--- config.mk ---
export PLATFORM = sky130hd
export DESIGN_NAME = gate_truth_sweeper
export DESIGN_NICKNAME = d
export VERILOG_FILES = /design/src/rtl/gate_truth_sweeper.sv
export SDC_FILE = /design/constraint.sdc
export NUM_CORES = 1
export LEC_CHECK = 0
export BUFFER_PORTS_ARGS = -buffer_cell sky130_fd_sc_hd__buf_2
export CAP_MARGIN = 40
export CORE_ASPECT_RATIO = 1.25
export CORE_UTILIZATION = 35
export DETAILED_ROUTE_END_ITERATION = 10
export SLEW_MARGIN = 40
export SYNTH_ARGS = -nofsm -noshare
export SYNTH_HDL_FRONTEND = slang
export SYNTH_SLANG_ARGS = --single-unit
--- constraint.sdc ---
create_clock -name clk -period 6.8 [get_ports clk]
set_input_delay 2.04 -clock clk [delete_from_list [all_inputs] [get_ports clk]]
set_output_delay 2.04 -clock clk [all_outputs]
set_load 0.01 [all_outputs]
--- src/rtl/gate_truth_sweeper.sv ---
// Drives all four {A,B} vectors into a 2-input gate, captures its truth table and
// compares it with EXPECTED. Optional macro SWEEP_EARLY_ABORT_EN stops at the first mismatch.
module gate_truth_sweeper #(
    parameter int unsigned SETTLE_CYCLES = 2,
    parameter logic [3:0]  EXPECTED      = 4'b0110
) (
    input  logic       clk,
    input  logic       rst_n,
    input  logic       start,
    input  logic       c_in,
    output logic       a_out,
    output logic       b_out,
    output logic       busy,
    output logic       done,
    output logic [3:0] truth,
    output logic       pass,
    output logic [2:0] err_count
);

    localparam int unsigned CNT_W = 4;
    localparam int unsigned IDX_W = 2;
    localparam logic [CNT_W-1:0] CNT_LAST = CNT_W'(SETTLE_CYCLES - 1);

    typedef enum logic [1:0] {
        IDLE   = 2'd0,
        SETTLE = 2'd1,
        SAMPLE = 2'd2,
        DONE   = 2'd3
    } state_t;

    state_t           state;
    logic [IDX_W-1:0] idx;
    logic [CNT_W-1:0] cnt;
    logic             rearm;

    logic [3:0]       truth_cap;
    logic [IDX_W-1:0] idx_nxt;
    logic             mismatch;
    logic             finish;
    logic [2:0]       diff_cnt;

    function automatic logic [2:0] popcount4(input logic [3:0] v);
        logic [2:0] n;
        n = 3'd0;
        for (int i = 0; i < 4; i++) begin
            n = n + 3'(v[i]);
        end
        return n;
    endfunction

    // Table as it will look after the current SAMPLE cycle
    always_comb begin
        truth_cap      = truth;
        truth_cap[idx] = c_in;
        idx_nxt        = IDX_W'(idx + 2'd1);
        mismatch       = (c_in != EXPECTED[idx]);
        diff_cnt       = popcount4(truth_cap ^ EXPECTED);
`ifdef SWEEP_EARLY_ABORT_EN
        finish         = (idx == 2'd3) || mismatch;
`else
        finish         = (idx == 2'd3);
`endif
    end

    // rearm blocks a start held through DONE for the first IDLE cycle
    always_ff @(posedge clk or negedge rst_n) begin
        if (!rst_n) begin
            state     <= IDLE;
            idx       <= '0;
            cnt       <= '0;
            rearm     <= 1'b0;
            a_out     <= 1'b0;
            b_out     <= 1'b0;
            busy      <= 1'b0;
            done      <= 1'b0;
            truth     <= '0;
            pass      <= 1'b0;
            err_count <= '0;
        end else begin
            done <= 1'b0;
            case (state)
                IDLE: begin
                    a_out <= 1'b0;
                    b_out <= 1'b0;
                    rearm <= 1'b0;
                    if (start && !rearm) begin
                        state     <= SETTLE;
                        idx       <= '0;
                        cnt       <= '0;
                        truth     <= '0;
                        pass      <= 1'b0;
                        err_count <= '0;
                        busy      <= 1'b1;
                    end
                end
                SETTLE: begin
                    cnt <= CNT_W'(cnt + 4'd1);
                    if (cnt == CNT_LAST) begin
                        state <= SAMPLE;
                    end
                end
                SAMPLE: begin
                    truth <= truth_cap;
                    if (finish) begin
                        state <= DONE;
                        done  <= 1'b1;
                        a_out <= 1'b0;
                        b_out <= 1'b0;
`ifdef SWEEP_EARLY_ABORT_EN
                        pass      <= !mismatch && (truth_cap == EXPECTED);
                        err_count <= mismatch ? 3'd1 : diff_cnt;
`else
                        pass      <= (truth_cap == EXPECTED);
                        err_count <= diff_cnt;
`endif
                    end else begin
                        state <= SETTLE;
                        idx   <= idx_nxt;
                        cnt   <= '0;
                        a_out <= idx_nxt[1];
                        b_out <= idx_nxt[0];
                    end
                end
                DONE: begin
                    state <= IDLE;
                    busy  <= 1'b0;
                    rearm <= 1'b1;
                end
                default: begin
                    state <= IDLE;
                end
            endcase
        end
    end

endmodule

# Yosys cells after proc, flatten, opt, wreduce, memory -nomap -nowiden
# Cells that the tools add are included.
[op_classes] bitwise=1 n_addsub=5 mux=29 eq_ne=10 n_reduce_logical=13 magnitude_cmp=2
[op_table] operator="$pmux W4 S3" n=1
[op_table] operator="$mux W2" n=5
[op_table] operator="$pmux W1 S2" n=5
[op_table] operator="$reduce_and A3 Y1" n=3
[op_table] operator="$mux W1" n=8
[op_table] operator="$mux W4" n=2
[op_table] operator="$ne A2 B2 Y1 const B" n=4
[op_table] operator="$pmux W2 S4" n=1
[op_table] operator="$pmux W4 S2" n=1
[op_table] operator="$eq A2 B2 Y1 const B" n=3
[op_table] operator="$mux W3" n=2
[op_table] operator="$pmux W3 S2" n=1
[op_table] operator="$reduce_and A2 Y1" n=3
[op_table] operator="$add A4 B1 Y4 const B" n=1
[op_table] operator="$bwmux W4" n=1
[op_table] operator="$eq A4 B1 Y1 const B" n=1
[op_table] operator="$eq A4 B3 Y1 const B" n=1
[op_table] operator="$pmux W2 S2" n=1
[op_table] operator="$reduce_bool A2 Y1" n=2
[op_table] operator="$add A2 B1 Y3" n=1
[op_table] operator="$add A3 B1 Y3" n=1
[op_table] operator="$lt A2 B3 Y1 const B" n=1
[op_table] operator="$reduce_bool A3 Y1" n=1
[op_table] operator="$add A1 B1 Y2" n=1
[op_table] operator="8 further kinds" n=9
[totals] register_bits=21 output_inout_bits=12 input_bits=4

# Logic depth before layout (Yosys ltp)
[logic_depth] ltp_word=11 ltp_mapped=9 ltp_nobuf=9

# Least setup slack after synthesis
# OpenSTA, ideal clock, no wires.
[synth_timing] path_type="input port to flip-flop" from="input port c_in" to="register err_count[1]" path_buffers=0 required_ps=6678 cell_stages=6 path_slack_ps=3205 setup_time_ps=122 arrival_ps=3473 path_cell_list="mux2_2 > fa_1 > inv_1 > ha_1 > ha_1 > a32o_1"
[synth_between] elab_chain_len=7
[synth_rtl] element="start, declared" line_no="10" rtl="input logic c_in,"
[synth_rtl] element="$bwmux W4 *" line_no="54" rtl="truth_cap[idx] = c_in;"
[synth_rtl] element="$not A2 Y2 (no source line)"
[synth_rtl] element="$add A1 B1 Y2" line_no="46" rtl="n = n + 3'(v[i]);"
[synth_rtl] element="$add A2 B1 Y3" line_no="46"
[synth_rtl] element="$add A3 B1 Y3 *" line_no="46"
[synth_rtl] element="$mux W3 *" line_no="104" rtl="if (finish) begin"
[synth_rtl] element="$pmux W3 S2 *" line_no="81" rtl="case (state)"
[synth_rtl] element="end signal, assigned" line_no="114" rtl="err_count <= diff_cnt;"
[synth_rtl] element="end, declared" line_no="17" rtl="output logic [2:0] err_count"
# Mark *: on every way between the ends. The rest lies on a longest branch, timed or not. The select of a mux whose other input is x is not followed.
# A chain may end at the register's enable or synchronous reset.

# Worst setup path in the final report
# Same ends and word-level chain as after synthesis.

==> parameters.txt <==
Parameter                              Value

Run status
  Result of the run ... finished, final reports clean

Worst setup path
  Register-to-Register Setup Slack ... 4.39 ns
  Critical path peak fanout ... 4
  Arrival time of data at the critical path endpoint ... 3.65 ns
  Worst setup path start ... c_in
  Cell occurring most often along the worst timing path ... sky130_fd_sc_hd__ha_1
  Path depth of the worst reg2reg path ... 8
  Required time of the critical path ... 6.95 ns
  CP max stage delay ... 0.48 ns
  Critical path endpoint ... err_count[1]$_DFFE_PN0P_
  Worst r2r src ... idx[0]$_DFFE_PN0P_
  Worst Path Class, Setup ... in2reg
  Endpoint class of the critical path ... flop
  Reg2Reg Capture Point ... err_count[1]$_DFFE_PN0P_
  Startpoint type of the worst setup path ... input port
  Cell with the largest stage delay on the worst path ... sky130_fd_sc_hd__fa_1
  Cell-by-cell listing of the critical path ... buf_2, mux2_2, fa_1, inv_1, ha_1, ha_1, a32o_1

Clock network
  Number of buffers inserted by post-CTS setup repair ... 0
  Clock root buffer master ... sky130_fd_sc_hd__clkbuf_8
  Clock tree from TritonCTS ... done
  Clock-pin transition on the worst setup and hold timing paths ... 0.07 ns
  Clock insertion delay at the later pin of the skew report ... 0.26 ns
  Hold-fix buffer count after cts ... 0
  Number of gates resized after cts ... 0
  Number of sinks driven by the clock tree ... 21
  Number of levels in the clock H-tree ... 1
  CTS Buf Count ... 3
  Clock Path Buffers ... 2

Logic synthesis
  Top area cells in the synthesized netlist ... sky130_fd_sc_hd__dfrtp_1 (44%), sky130_fd_sc_hd__ha_1 (14%), sky130_fd_sc_hd__a32o_1 (5.9%)
  Xor and xnor area share after synthesis ... 0%
  Share of synthesized cell area in full adder, half adder and majority cells ... 15.32%
  Combinational family with the most area after synthesis ... compound AO/OA/AOI/OAI gates
  Count of state elements after synthesis ... 21
  Register area share after synthesis ... 44.07%
  Area share of the largest cell type after synthesis ... 44.07%
  Area share of and/or/nand/nor cells after synthesis ... 13.64%
  Dominant cell type by area after synthesis ... sky130_fd_sc_hd__dfrtp_1
  Post-Syn Area ... 1192 um2
  Average footprint of a synthesized cell ... 10.55 um2
  Fraction of the mapped netlist area in compound gates ... 16.58%
  Net count after synthesis ... 131
  Number of warnings issued by yosys ... 0
  Count of unique library cells instantiated by Yosys ... 27
  Count of mapped cells out of synthesis ... 113
  Share of synthesized area spent on multiplexers ... 4.722%

STA
  Max Fclk ... 284.9 MHz
  Slew Viols, Final ... 0
  Post-route fraction of the period consumed by the critical path ... 51.61%
  Maximum clock skew at final layout ... 0.003963 ns
  Slew Limit Headroom ... 66.88%
  Period minus WS final ... 3.509 ns
  Setup TNS Final ... 0 ns
  Worst hold slack ... 0.4897 ns
  Unrepaired setup endpoints after global routing ... false
  Worst Tran Pin Value ... 0.4926 ns
  Hold violation total from the final report ... 0
  Finish-stage setup viols ... 0

Die
  Area of the core region ... 3223 um2
  Overall die height ... 67.26 um
  Total I/O pin count ... 16
  Effective utilization at floorplan ... 37.00%
  Die Span X ... 54.21 um
  Cell row count ... 23
  Total Die Area ... 3646 um2

Layout
  Net count, final ... 147
  Proportion of layout cells with a drive suffix above 1 ... 19.53%
  Register area ... 525.5 um2
  Area growth from synthesis to layout ... 12.07%
  Fill cell count ... 316
  Multi-input gate area in the final layout ... 599.3 um2
  Design area ... 1336 um2
  Diode insertion count for antenna repair ... 0

GRT
  Global-route wire length before repair ... 3657 um
  Number of antenna violations at the first check in global routing ... 0
  Number of global-route vias before repair ... 839
  Pin count of the biggest net entering global routing ... 22
  Total grt overflow ... 0
  GRT Resource Usage Total ... 13.93%

Route
  Via total after detailed routing ... 864
  DR pass1 iterations ... 4
  Iteration-0 DRC count of the detailed router ... 12
  Count of antenna-violating nets left after detailed routing ... 0
  Total detailed-routing wirelength ... 2151 um
  Mean routed wirelength per cell ... 13.04 um
  Vias per std cell ... 5.236
  DRC violation count after routing ... 0

Pwr
  Worst voltage drop across the vdd grid ... 203.4 uV
  Power density over cell area ... 436.0 nW/um2
  Leakage power ... 0.6627 nW
  Post-route total power ... 0.0005826 W

Placement
  Estimated wirelength of the detail-placed design ... 1603 um
  Number of port buffers ... 15
  Dpl cell area ... 1291 um2
  Routability-driven placement congestion ratio ... 0.7577

Flow run
  Number of maximum-capacitance constraint violations ... 0

Worst hold path
  Type of the worst min-delay path ... reg2reg
==> metrics by stage <==
stage | utilization (%) | worst slack (ns) | cells
after floorplan | - | 3.205 | 113
after global placement | 40.06 | 3.047 | 161
after detailed placement | 40.06 | 3.029 | 161
after CTS | 41.46 | 3.292 | 165
after global routing | 41.46 | 3.233 | 165
final | 41.46 | 3.291 | 165
==> routing by layer <==
| layer | GRT usage, % | part of all wire [%] | routed length (um) | up-vias |
|---|---|---|---|---|
| met3 | 2.027 | 2.8 | 61 | 2 |
| met4 | 6.731 | 1.3 | 27 | 0 |
| met2 | 25.00 | 52 | 1123 | 20 |
| met1 | 15.47 | 44 | 939 | 414 |
| li1 | - | - | - | 428 |
| met5 | 0 | 0 | 0 | - |
==> worst min-delay path by stage <==
stage                             start                        to  slack (ns)  cells past startpoint
2_1_floorplan        cnt[1]$_DFFE_PN0P_        cnt[1]$_DFFE_PN0P_        0.49                      2
3_3_place_gp           pass$_DFFE_PN0P_          pass$_DFFE_PN0P_        0.46                      2
3_5_place_dp   err_count[2]$_DFFE_PN0P_  err_count[2]$_DFFE_PN0P_        0.48                      1
4_1_cts        err_count[2]$_DFFE_PN0P_  err_count[2]$_DFFE_PN0P_        0.49                      1
5_1_grt        err_count[2]$_DFFE_PN0P_  err_count[2]$_DFFE_PN0P_        0.50                      1
6_report       err_count[2]$_DFFE_PN0P_  err_count[2]$_DFFE_PN0P_        0.49                      1
==> flip-flops by register name, indices dropped and copies added, names as in the netlist <==
signal     flops
a_out          1
b_out          1
busy           1
cnt            4
done           1
err_count      3
idx            2
pass           1
rearm          1
state          2
truth          4
==> power by group <==
group / switching [W] / internal, W
Combinational: 0.000169 / 0.000133
Sequential: 0.0000337 / 0.000166
Clock: 0.0000392 / 0.0000417
Total: 0.000241 / 0.000341
==> critical path: cells and delay by family <==
| family | cells | cell delay, ns |
|---|---|---|
| AOI/OAI and AO/OA | 1 | 0.22 |
| buffers and inverters | 2 | 0.16 |
| muxes | 1 | 0.29 |
| adders and majority gates | 3 | 0.94 |
==> final cells by class <==
class | count | share of cell area [%]
Inverter | 12 | 3.371
Timing Repair Buffer | 15 | 5.618
Sequential cell | 21 | 39.33
Clock buffer | 4 | 3.371
Multi-Input combinational cell | 76 | 44.85
Tap cell | 37 | 3.464
==> cells in the mapped netlist <==
| cell type | n |
|---|---|
| sky130_fd_sc_hd__dfrtp_1 | 21 |
| sky130_fd_sc_hd__ha_1 | 13 |
| sky130_fd_sc_hd__inv_1 | 12 |
| sky130_fd_sc_hd__nand2_1 | 10 |
| sky130_fd_sc_hd__a32o_1 | 7 |
| sky130_fd_sc_hd__o21ai_0 | 7 |
| sky130_fd_sc_hd__nand3_1 | 6 |
| sky130_fd_sc_hd__mux2_2 | 5 |
| sky130_fd_sc_hd__a22o_1 | 4 |
| sky130_fd_sc_hd__nor2_1 | 4 |
| sky130_fd_sc_hd__a21oi_1 | 3 |
| sky130_fd_sc_hd__clkbuf_1 | 3 |
| sky130_fd_sc_hd__nand2b_1 | 3 |
| sky130_fd_sc_hd__nor2b_1 | 2 |
| sky130_fd_sc_hd__a211o_4 | 1 |
| sky130_fd_sc_hd__a31oi_1 | 1 |
| sky130_fd_sc_hd__and2_4 | 1 |
| sky130_fd_sc_hd__and4b_1 | 1 |
| sky130_fd_sc_hd__buf_6 | 1 |
| sky130_fd_sc_hd__fa_1 | 1 |
| sky130_fd_sc_hd__nand3b_1 | 1 |
| sky130_fd_sc_hd__nand4_1 | 1 |
| sky130_fd_sc_hd__o21ai_1 | 1 |
| sky130_fd_sc_hd__o22ai_1 | 1 |
| sky130_fd_sc_hd__o31ai_1 | 1 |
| sky130_fd_sc_hd__or3_1 | 1 |
| sky130_fd_sc_hd__or4b_1 | 1 |
==> cells by family after synthesis <==
logic type / Yosys count
AND/OR/NAND/NOR: 31
AO/OA/AOI/OAI: 26
flip-flops: 21
buffers and inverters: 16
adder cells (fa/ha/maj): 14
multiplexers: 5
==> layout by cell type (no fill, tap or decap), types with 2 or more instances in the layout <==
cell type / netlist / layout
sky130_fd_sc_hd__a22o_1: 4 / 4
sky130_fd_sc_hd__inv_1: 12 / 12
sky130_fd_sc_hd__nand2b_1: 3 / 3
sky130_fd_sc_hd__a21oi_1: 3 / 3
sky130_fd_sc_hd__mux2_2: 5 / 5
sky130_fd_sc_hd__ha_1: 13 / 13
sky130_fd_sc_hd__o21ai_0: 7 / 7
sky130_fd_sc_hd__nor2b_1: 2 / 2
sky130_fd_sc_hd__nand2_1: 10 / 10
sky130_fd_sc_hd__buf_2: 0 / 15
sky130_fd_sc_hd__nor2_1: 4 / 4
sky130_fd_sc_hd__clkbuf_8: 0 / 3
sky130_fd_sc_hd__nand3_1: 6 / 6
sky130_fd_sc_hd__dfrtp_1: 21 / 21
sky130_fd_sc_hd__a32o_1: 7 / 7
Power figures use the tool's default switching activity.
